<file path="config.mk">
export PLATFORM = sky130hd
export DESIGN_NAME = counter_stepper
export DESIGN_NICKNAME = d
export VERILOG_FILES = /design/src/rtl/counter_stepper_pkg.sv /design/src/rtl/ack_watchdog.sv /design/src/rtl/counter_stepper.sv
export SDC_FILE = /design/constraint.sdc
export NUM_CORES = 1
export LEC_CHECK = 0
export BUFFER_PORTS_ARGS = -buffer_cell sky130_fd_sc_hd__buf_4
export CORE_ASPECT_RATIO = 1.1
export CORE_UTILIZATION = 52
export DETAILED_ROUTE_END_ITERATION = 10
export PLACE_DENSITY = 0.77
export RECOVER_POWER = 100
export SYNTH_ARGS = -nofsm -noshare
export SYNTH_HDL_FRONTEND = slang
export SYNTH_SLANG_ARGS = --single-unit
</file>
<file path="constraint.sdc">
create_clock -name clock -period 2.3 [get_ports clock]
set_input_delay 0.345 -clock clock [delete_from_list [all_inputs] [get_ports clock]]
set_output_delay 0.345 -clock clock [all_outputs]
set_load 0.02 [all_outputs]
</file>
<file path="src/rtl/counter_stepper_pkg.sv">
// Shared types and defaults for the counter stepper: state encoding and parameter defaults.
package counter_stepper_pkg;

  localparam int DEFAULT_SIZE    = 8;
  localparam int DEFAULT_TIMEOUT = 16;

  typedef enum logic [2:0] {
    ST_IDLE     = 3'd0,
    ST_COMPARE  = 3'd1,
    ST_REQ_UP   = 3'd2,
    ST_REQ_DOWN = 3'd3,
    ST_ERROR    = 3'd4
  } state_t;

  // Busy covers every state that is working toward a target.
  function automatic logic is_busy(input state_t s);
    return (s == ST_COMPARE) || (s == ST_REQ_UP) || (s == ST_REQ_DOWN);
  endfunction

endpackage

</file>
<file path="src/rtl/ack_watchdog.sv">
// Clearable saturating cycle counter; expired marks the last cycle of the acknowledge window.
module ack_watchdog
  import counter_stepper_pkg::*;
#(
  parameter int TIMEOUT = DEFAULT_TIMEOUT
) (
  input  logic clock,
  input  logic reset,
  input  logic clear,
  input  logic enable,
  output logic expired
);

  localparam int W = $clog2(TIMEOUT + 1);
  localparam logic [W-1:0] LAST = W'(TIMEOUT - 1);

  logic [W-1:0] count_r;

  // Wait-cycle counter: cleared outside requests, saturates at the last allowed cycle.
  always_ff @(posedge clock or posedge reset) begin
    if (reset) begin
      count_r <= {W{1'b0}};
    end else if (clear) begin
      count_r <= {W{1'b0}};
    end else if (enable && (count_r != LAST)) begin
      count_r <= count_r + W'(1);
    end else begin
      count_r <= count_r;
    end
  end

  // An edge taken while expired is the TIMEOUT-th edge without an acknowledge.
  assign expired = (count_r == LAST);

endmodule

</file>
<file path="src/rtl/counter_stepper.sv">
// Drives the counter toward a latched target with single up/down handshakes, reporting busy/done/error.
module counter_stepper
  import counter_stepper_pkg::*;
#(
  parameter int SIZE    = DEFAULT_SIZE,
  parameter int TIMEOUT = DEFAULT_TIMEOUT
) (
  input  logic            clock,
  input  logic            reset,
  input  logic            start,
  input  logic            abort,
  input  logic [SIZE-1:0] target,
  input  logic [SIZE-1:0] count,
  input  logic            upAck,
  input  logic            downAck,
  output logic            up,
  output logic            down,
  output logic            busy,
  output logic            done,
  output logic            error
);

  state_t          state_r, state_nxt_s;
  logic [SIZE-1:0] target_r, target_nxt_s;
  logic            up_r, up_nxt_s;
  logic            down_r, down_nxt_s;
  logic            done_r, done_nxt_s;
  logic            error_r, error_nxt_s;
  logic            busy_r;
  logic            in_req_s;
  logic            expired_s;

  assign in_req_s = (state_r == ST_REQ_UP) || (state_r == ST_REQ_DOWN);

  ack_watchdog #(
    .TIMEOUT (TIMEOUT)
  ) u_watchdog (
    .clock   (clock),
    .reset   (reset),
    .clear   (!in_req_s),
    .enable  (in_req_s),
    .expired (expired_s)
  );

  // State and output registers; reset drops any request immediately.
  always_ff @(posedge clock or posedge reset) begin
    if (reset) begin
      state_r  <= ST_IDLE;
      target_r <= {SIZE{1'b0}};
      up_r     <= 1'b0;
      down_r   <= 1'b0;
      done_r   <= 1'b0;
      error_r  <= 1'b0;
      busy_r   <= 1'b0;
    end else begin
      state_r  <= state_nxt_s;
      target_r <= target_nxt_s;
      up_r     <= up_nxt_s;
      down_r   <= down_nxt_s;
      done_r   <= done_nxt_s;
      error_r  <= error_nxt_s;
      busy_r   <= is_busy(state_nxt_s);
    end
  end

  // Next-state and output decisions; abort outranks every other transition.
  always_comb begin
    state_nxt_s  = state_r;
    target_nxt_s = target_r;
    up_nxt_s     = up_r;
    down_nxt_s   = down_r;
    done_nxt_s   = 1'b0;
    error_nxt_s  = error_r;

    if (abort) begin
      if (is_busy(state_r)) begin
        state_nxt_s = ST_IDLE;
        up_nxt_s    = 1'b0;
        down_nxt_s  = 1'b0;
      end else begin
        state_nxt_s = state_r;
      end
    end else begin
      case (state_r)
        ST_IDLE, ST_ERROR: begin
          if (start) begin
            target_nxt_s = target;
            error_nxt_s  = 1'b0;
            state_nxt_s  = ST_COMPARE;
          end else begin
            state_nxt_s = state_r;
          end
        end
        ST_COMPARE: begin
          // count is re-read here each step, so external loads are followed.
          if (count == target_r) begin
            done_nxt_s  = 1'b1;
            state_nxt_s = ST_IDLE;
          end else if (count < target_r) begin
            up_nxt_s    = 1'b1;
            state_nxt_s = ST_REQ_UP;
          end else begin
            down_nxt_s  = 1'b1;
            state_nxt_s = ST_REQ_DOWN;
          end
        end
        ST_REQ_UP: begin
          if (upAck) begin
            up_nxt_s    = 1'b0;
            state_nxt_s = ST_COMPARE;
          end else if (downAck || expired_s) begin
            up_nxt_s    = 1'b0;
            error_nxt_s = 1'b1;
            state_nxt_s = ST_ERROR;
          end else begin
            state_nxt_s = ST_REQ_UP;
          end
        end
        ST_REQ_DOWN: begin
          if (downAck) begin
            down_nxt_s  = 1'b0;
            state_nxt_s = ST_COMPARE;
          end else if (upAck || expired_s) begin
            down_nxt_s  = 1'b0;
            error_nxt_s = 1'b1;
            state_nxt_s = ST_ERROR;
          end else begin
            state_nxt_s = ST_REQ_DOWN;
          end
        end
        default: begin
          state_nxt_s = ST_IDLE;
          up_nxt_s    = 1'b0;
          down_nxt_s  = 1'b0;
        end
      endcase
    end
  end

  assign up    = up_r;
  assign down  = down_r;
  assign busy  = busy_r;
  assign done  = done_r;
  assign error = error_r;

endmodule
</file>
### Yosys cells after proc, flatten, opt, wreduce, memory -nomap -nowiden

Cells that the tools add are included.

| cells by class | value |
|---|---|
| add/subtract/negate cells | 1 |
| magnitude comparators | 1 |
| eq/ne operators | 24 |
| muxes and demuxes | 34 |
| bitwise gates (word level) | 1 |
| reductions and logical operators | 17 |

Operator list:

| kind | count |
|---|---|
| $mux W3 | 7 |
| $mux W1 | 20 |
| $eq A3 B2 Y1 const B | 4 |
| $pmux W3 S4 | 1 |
| $mux W5 | 2 |
| $ne A2 B1 Y1 const B | 5 |
| $reduce_and A5 Y1 | 2 |
| $pmux W1 S3 | 3 |
| $eq A8 B8 Y1 | 1 |
| $lt A8 B8 Y1 | 1 |
| $ne A2 B2 Y1 const B | 4 |
| $ne A4 B3 Y1 const B | 2 |
| $logic_or A1 B1 Y1 | 7 |
| $reduce_and A7 Y1 | 1 |
| $eq A3 B1 Y1 const B | 2 |
| $ne A3 B3 Y1 const B | 2 |
| $reduce_or A3 Y1 | 2 |
| $add A5 B1 Y5 const B | 1 |
| $eq A5 B4 Y1 const B | 1 |
| $ne A5 B4 Y1 const B | 1 |
| $eq A3 B3 Y1 const B | 1 |
| $logic_not A3 Y1 | 1 |
| $ne A3 B2 Y1 const B | 1 |
| $reduce_and A3 Y1 | 1 |
| other kinds (5) | 5 |

| word-level totals | value |
|---|---|
| flip-flop bits (word level) | 21 |
| input port bits | 22 |
| output and inout port bits | 5 |
| logic and storage cells | 86 |

### Logic depth before layout (Yosys ltp)

| depth | value |
|---|---|
| word-level depth | 9 |
| mapped depth | 9 |
| depth with buffers taken out | 8 |

### By module

A second synthesis with hierarchy kept.

| unflattened totals | value |
|---|---|
| cells, all modules | 136 |
| area, all modules | 1226.2 um^2 |

Modules (own cells, without submodules):

| module | instances | cells an instance | area each (um^2) | seq. area each (um^2) |
|---|---|---|---|---|
| counter_stepper | 1 | 112 | 962.2 | 400.4 |
| ack_watchdog | 1 | 24 | 264.0 | 125.1 |

### Worst setup path after synthesis

No wires, ideal clock.

| timing | value |
|---|---|
| path type | register to register |
| from | register u_watchdog.count_r[0] |
| to | register busy_r, in the netlist busy |
| library setup time | 0.104 ns |
| data arrival time | 1.874 ns |
| data required time | 2.196 ns |
| path slack | 0.323 ns |
| stages on the path, launching flop included | 8 |
| buffers on the path | 1 |
| period minus slack after synthesis | 1.977 ns |
| cells stage by stage | dfrtp_1 > ha_1 > and3_1 > ha_1 > buf_2 > or3_4 > a21o_1 > a221oi_1 |

| on the way | value |
|---|---|
| word-level cells in the longest chain between the ends | 9 |
| elaborated cells between the ends (all ways) | 14 |
| classes of those cells | eq/ne: 4; mux: 6; reduce/logical: 4 |

Ends and longest elaborated chain:

| element | line | text |
|---|---|---|
| from (decl) | ack_watchdog.sv:17 | `logic [W-1:0] count_r;` |
| from (signal assigned) | ack_watchdog.sv:22 | `count_r <= {W{1'b0}};` |
| from (signal assigned) | ack_watchdog.sv:24 | `count_r <= {W{1'b0}};` |
| from (signal assigned) | ack_watchdog.sv:26 | `count_r <= count_r + W'(1);` |
| $eq A5 B4 Y1 (*) | ack_watchdog.sv:33 | `assign expired = (count_r == LAST);` |
| $logic_or A1 B1 Y1, on equally long branches | counter_stepper.sv:123, counter_stepper.sv:111 |  |
| $mux W3, on equally long branches | counter_stepper.sv:123, counter_stepper.sv:111 |  |
| $mux W3, on equally long branches | counter_stepper.sv:120, counter_stepper.sv:108 |  |
| $pmux W3 S4 (*) | counter_stepper.sv:84 | `case (state_r)` |
| $mux W3 (*) | counter_stepper.sv:75 | `if (abort) begin` |
| $eq A3 B1 Y1 or $eq A3 B2 Y1 (tied branches) | counter_stepper_pkg.sv:17 | `return (s == ST_COMPARE) \|\| (s == ST_REQ_UP) \|\| (s == ST_REQ_DOWN);` |
| $logic_or A1 B1 Y1 | counter_stepper_pkg.sv:17 |  |
| $logic_or A1 B1 Y1 (*) | counter_stepper_pkg.sv:17 |  |
| to (signal assigned) | counter_stepper.sv:62 | `busy_r <= is_busy(state_nxt_s);` |
| to (decl) | counter_stepper.sv:29 | `logic busy_r;` |

Mark *: on every way between the ends. The rest lies on a longest branch, timed or not.
A chain may end at the register's enable or synchronous reset.

### Worst setup path after layout

Same ends and word-level chain as after synthesis.

==> results.cfg <==
[synthesis]
netlist.area_leader.share = 0.450
synth_area_leader_cell = dfrtp_1
synth_area_leaders = dfrtp_1 45%, ha_1 11%, o21ai_0 5.1%
synth_edf_count = 0
ys_seq_elements = 21
avgSynthCellArea_um2 = 9.49
synthTopCellsByCount = 21 x dfrtp_1, 12 x nand2_1, 12 x o21ai_0
yosys_warnings = 0
postSynthCellCount = 123
synth_flop_cell = dfrtp_1
synthDistinctLibCells = 33
synthesis.area_um2 = 1170
async_flop_share = 1.00
synthesis.nets = 155
seq_area_frac_synth = 0.450
yosysMostFrequentCell = dfrtp_1

[routing]
drt_iter0_markers = 12
drc = 0
via_per_inst = 5.47
wl_met1_um = 960
met2_length_um = 1170
highest_layer = met4
met3_length_um = 67
wire_per_inst_um = 12.8
ant_nets = 0
dr.pass1.iters = 4
routed_wl_um = 2270
num_vias = 974

[layout]
area_growth_pct = 19.1
finalNonFillerCells = 178
nFillCells = 186
layout.nets = 183
layout-drive-gt1-share = 0.213
regArea_um2 = 526
diodes = 0
multi_input_area_um2 = 582

[worst_setup_path]
crit_path_frequent_cell = ha_1
r2r_end = busy
worstPathRequired_ns = 2.52
critPathMaxStageDelay_ns = 0.45
rr_worst_depth = 6
critical_path.top_delay_family = simple AND/OR/NAND/NOR gates
worstPathArrival_ns = 2.30
worstSetupEndpointType = register
reg2reg_from = u_watchdog.count_r[0]
worst_setup_path_start_kind = register
crit_path_cell_trace = ha_1, and3_1, ha_1, or3_4, a21o_1, a221oi_1
critPathMaxFanout = 8
slowest_stage = or3_4
path_class = reg2reg
r2r_slack_ns = 0.21
path_buf_inv = 0

[sta]
hold_viol = 0
max_clock_freq_ghz = 0.479
slew_headroom = 0.473
setup_tns_ns = 0
maxSlewViolCount = 0
period_share = 0.907
skew_ns = 0.00429
setup_ws_ns = 0.214
fin_crit_ns = 2.09
finalSetupViolations = 0
rsz0062_at_grt = false
tightest_slew_ns = 0.790

[power]
swShare = 0.368
power_leakage_nw = 0.682
power_density_nw_per_um2 = 851
clkPwrFrac = 0.152
pwr-share-seq = 0.456
peakVddDrop_v = 0.000522
p_sw_mw = 0.435
internal-power_mw = 0.748
p_comb_frac = 0.392

[run_status]
outcome = completed

[cts]
cts_resized = 0
cts_tree = built
cts_hold_buf = 0
cts.sinks = 21
htreeDepth = 1
cts_buffer_depth = 2
cts.reportedPaths.clkPinSlew_ns = 0.11
cts_root_buf = clkbuf_4
cts_setup_buffers = 0
numCtsBuffers = 3
clkLatencyLatePin_ns = 0.31

[global_route]
grt_pass1_wl_um = 3920
grt_pass1_vias = 979
antenna_found_initial = 0
grt_max_degree = 22
grt_usage = 0.231
grt-ovfl-total = 0

[die]
die_h_um = 51.7
rows = 17
die_area_um2 = 2440
initial_core_util = 0.566
ios = 27
core_um2 = 2060
die_w_um = 47.2

[place]
dp_cells = 174
globalplace.congestion = 0.845
dp_hpwl_um = 1740
pre_cts_ws_ns = 0.234
io_buffers = 26

[hold_path]
hold_class = in2async

[job]
cap_violations = 0
-- sequential cells by signal, summed over array words and instances, names as in the netlist --
| signal | flops |
|---|---|
| state_r | 3 |
| done | 1 |
| up | 1 |
| down | 1 |
| busy | 1 |
| u_watchdog.count_r | 5 |
| error | 1 |
| target_r | 8 |
-- power groups by stage --
stage | clock network [mW] | logic (mW) | registers [mW]
3_3_place_gp | 0 | 0.471 | 0.547
5_1_grt | 0.203 | 0.536 | 0.555
6_report | 0.180 | 0.464 | 0.539
2_1_floorplan | 0 | 0.341 | 0.547
3_5_place_dp | 0 | 0.487 | 0.550
4_1_cts | 0.186 | 0.490 | 0.541
-- area by class of cell --
| class | count | share of cell area |
|---|---|---|
| Tap cell | 28 | 0.0252 |
| Timing Repair Buffer | 27 | 0.130 |
| Clock buffer | 4 | 0.0189 |
| Multi-Input combinational cell | 87 | 0.419 |
| Sequential cell | 21 | 0.378 |
| Inverter | 11 | 0.0297 |
-- metrics by stage --
stage	instance area, µm²	power, mW	util	hold WS [ns]
final	1390	1.18	0.674	0.173
after global routing	1390	1.29	0.674	0.226
after CTS	1410	1.22	0.685	0.193
after detailed placement	1390	1.04	0.672	0.506
after global placement	1390	1.02	0.672	0.494
after floorplan	1170	0.888	-	0.322
-- cells in the final DEF, fill, tap and decap left out, types with 3 or more instances in the layout --
master and n:
buf_4 20, nor2b_1 3, ha_1 10, nand2_1 12
inv_1 11, clkbuf_4 4, dfrtp_1 21, a21oi_1 9
nor2_1 11, o21ai_0 12, clkbuf_1 7
-- worst max path at each step --
stage	cells past startpoint	to	from	slack, ns
after floorplan	7	busy	u_watchdog.count_r[0]	0.32
after detailed placement	6	busy	u_watchdog.count_r[0]	0.23
after global routing	6	busy	u_watchdog.count_r[0]	0.06
final	6	busy	u_watchdog.count_r[0]	0.21
after global placement	6	busy	u_watchdog.count_r[0]	0.31
after CTS	6	busy	u_watchdog.count_r[0]	0.21
-- cells by family after synthesis --
family,share of synthesized area
DFF,0.450
buffers and inverters,0.0514
adders and majority gates,0.107
xor gates and xnor gates,0.0225
and+or+nand+nor,0.186
muxes,0.0182
AOI/OAI and AO/OA,0.164
-- per-layer routing --
layer  up-vias  GRT usage
li1        479          -
met1       464      0.281
met2        24      0.380
met3         7     0.0347
met4         0      0.129
met5         -          0
-- worst register-to-register path: stages, from the launching register on --
cell and delay (ns):
dfrtp_1 0.42, ha_1 0.22, and3_1 0.18, ha_1 0.28, or3_4 0.45, a21o_1 0.20
a221oi_1 0.26
(Power assumes the default switching activity.)
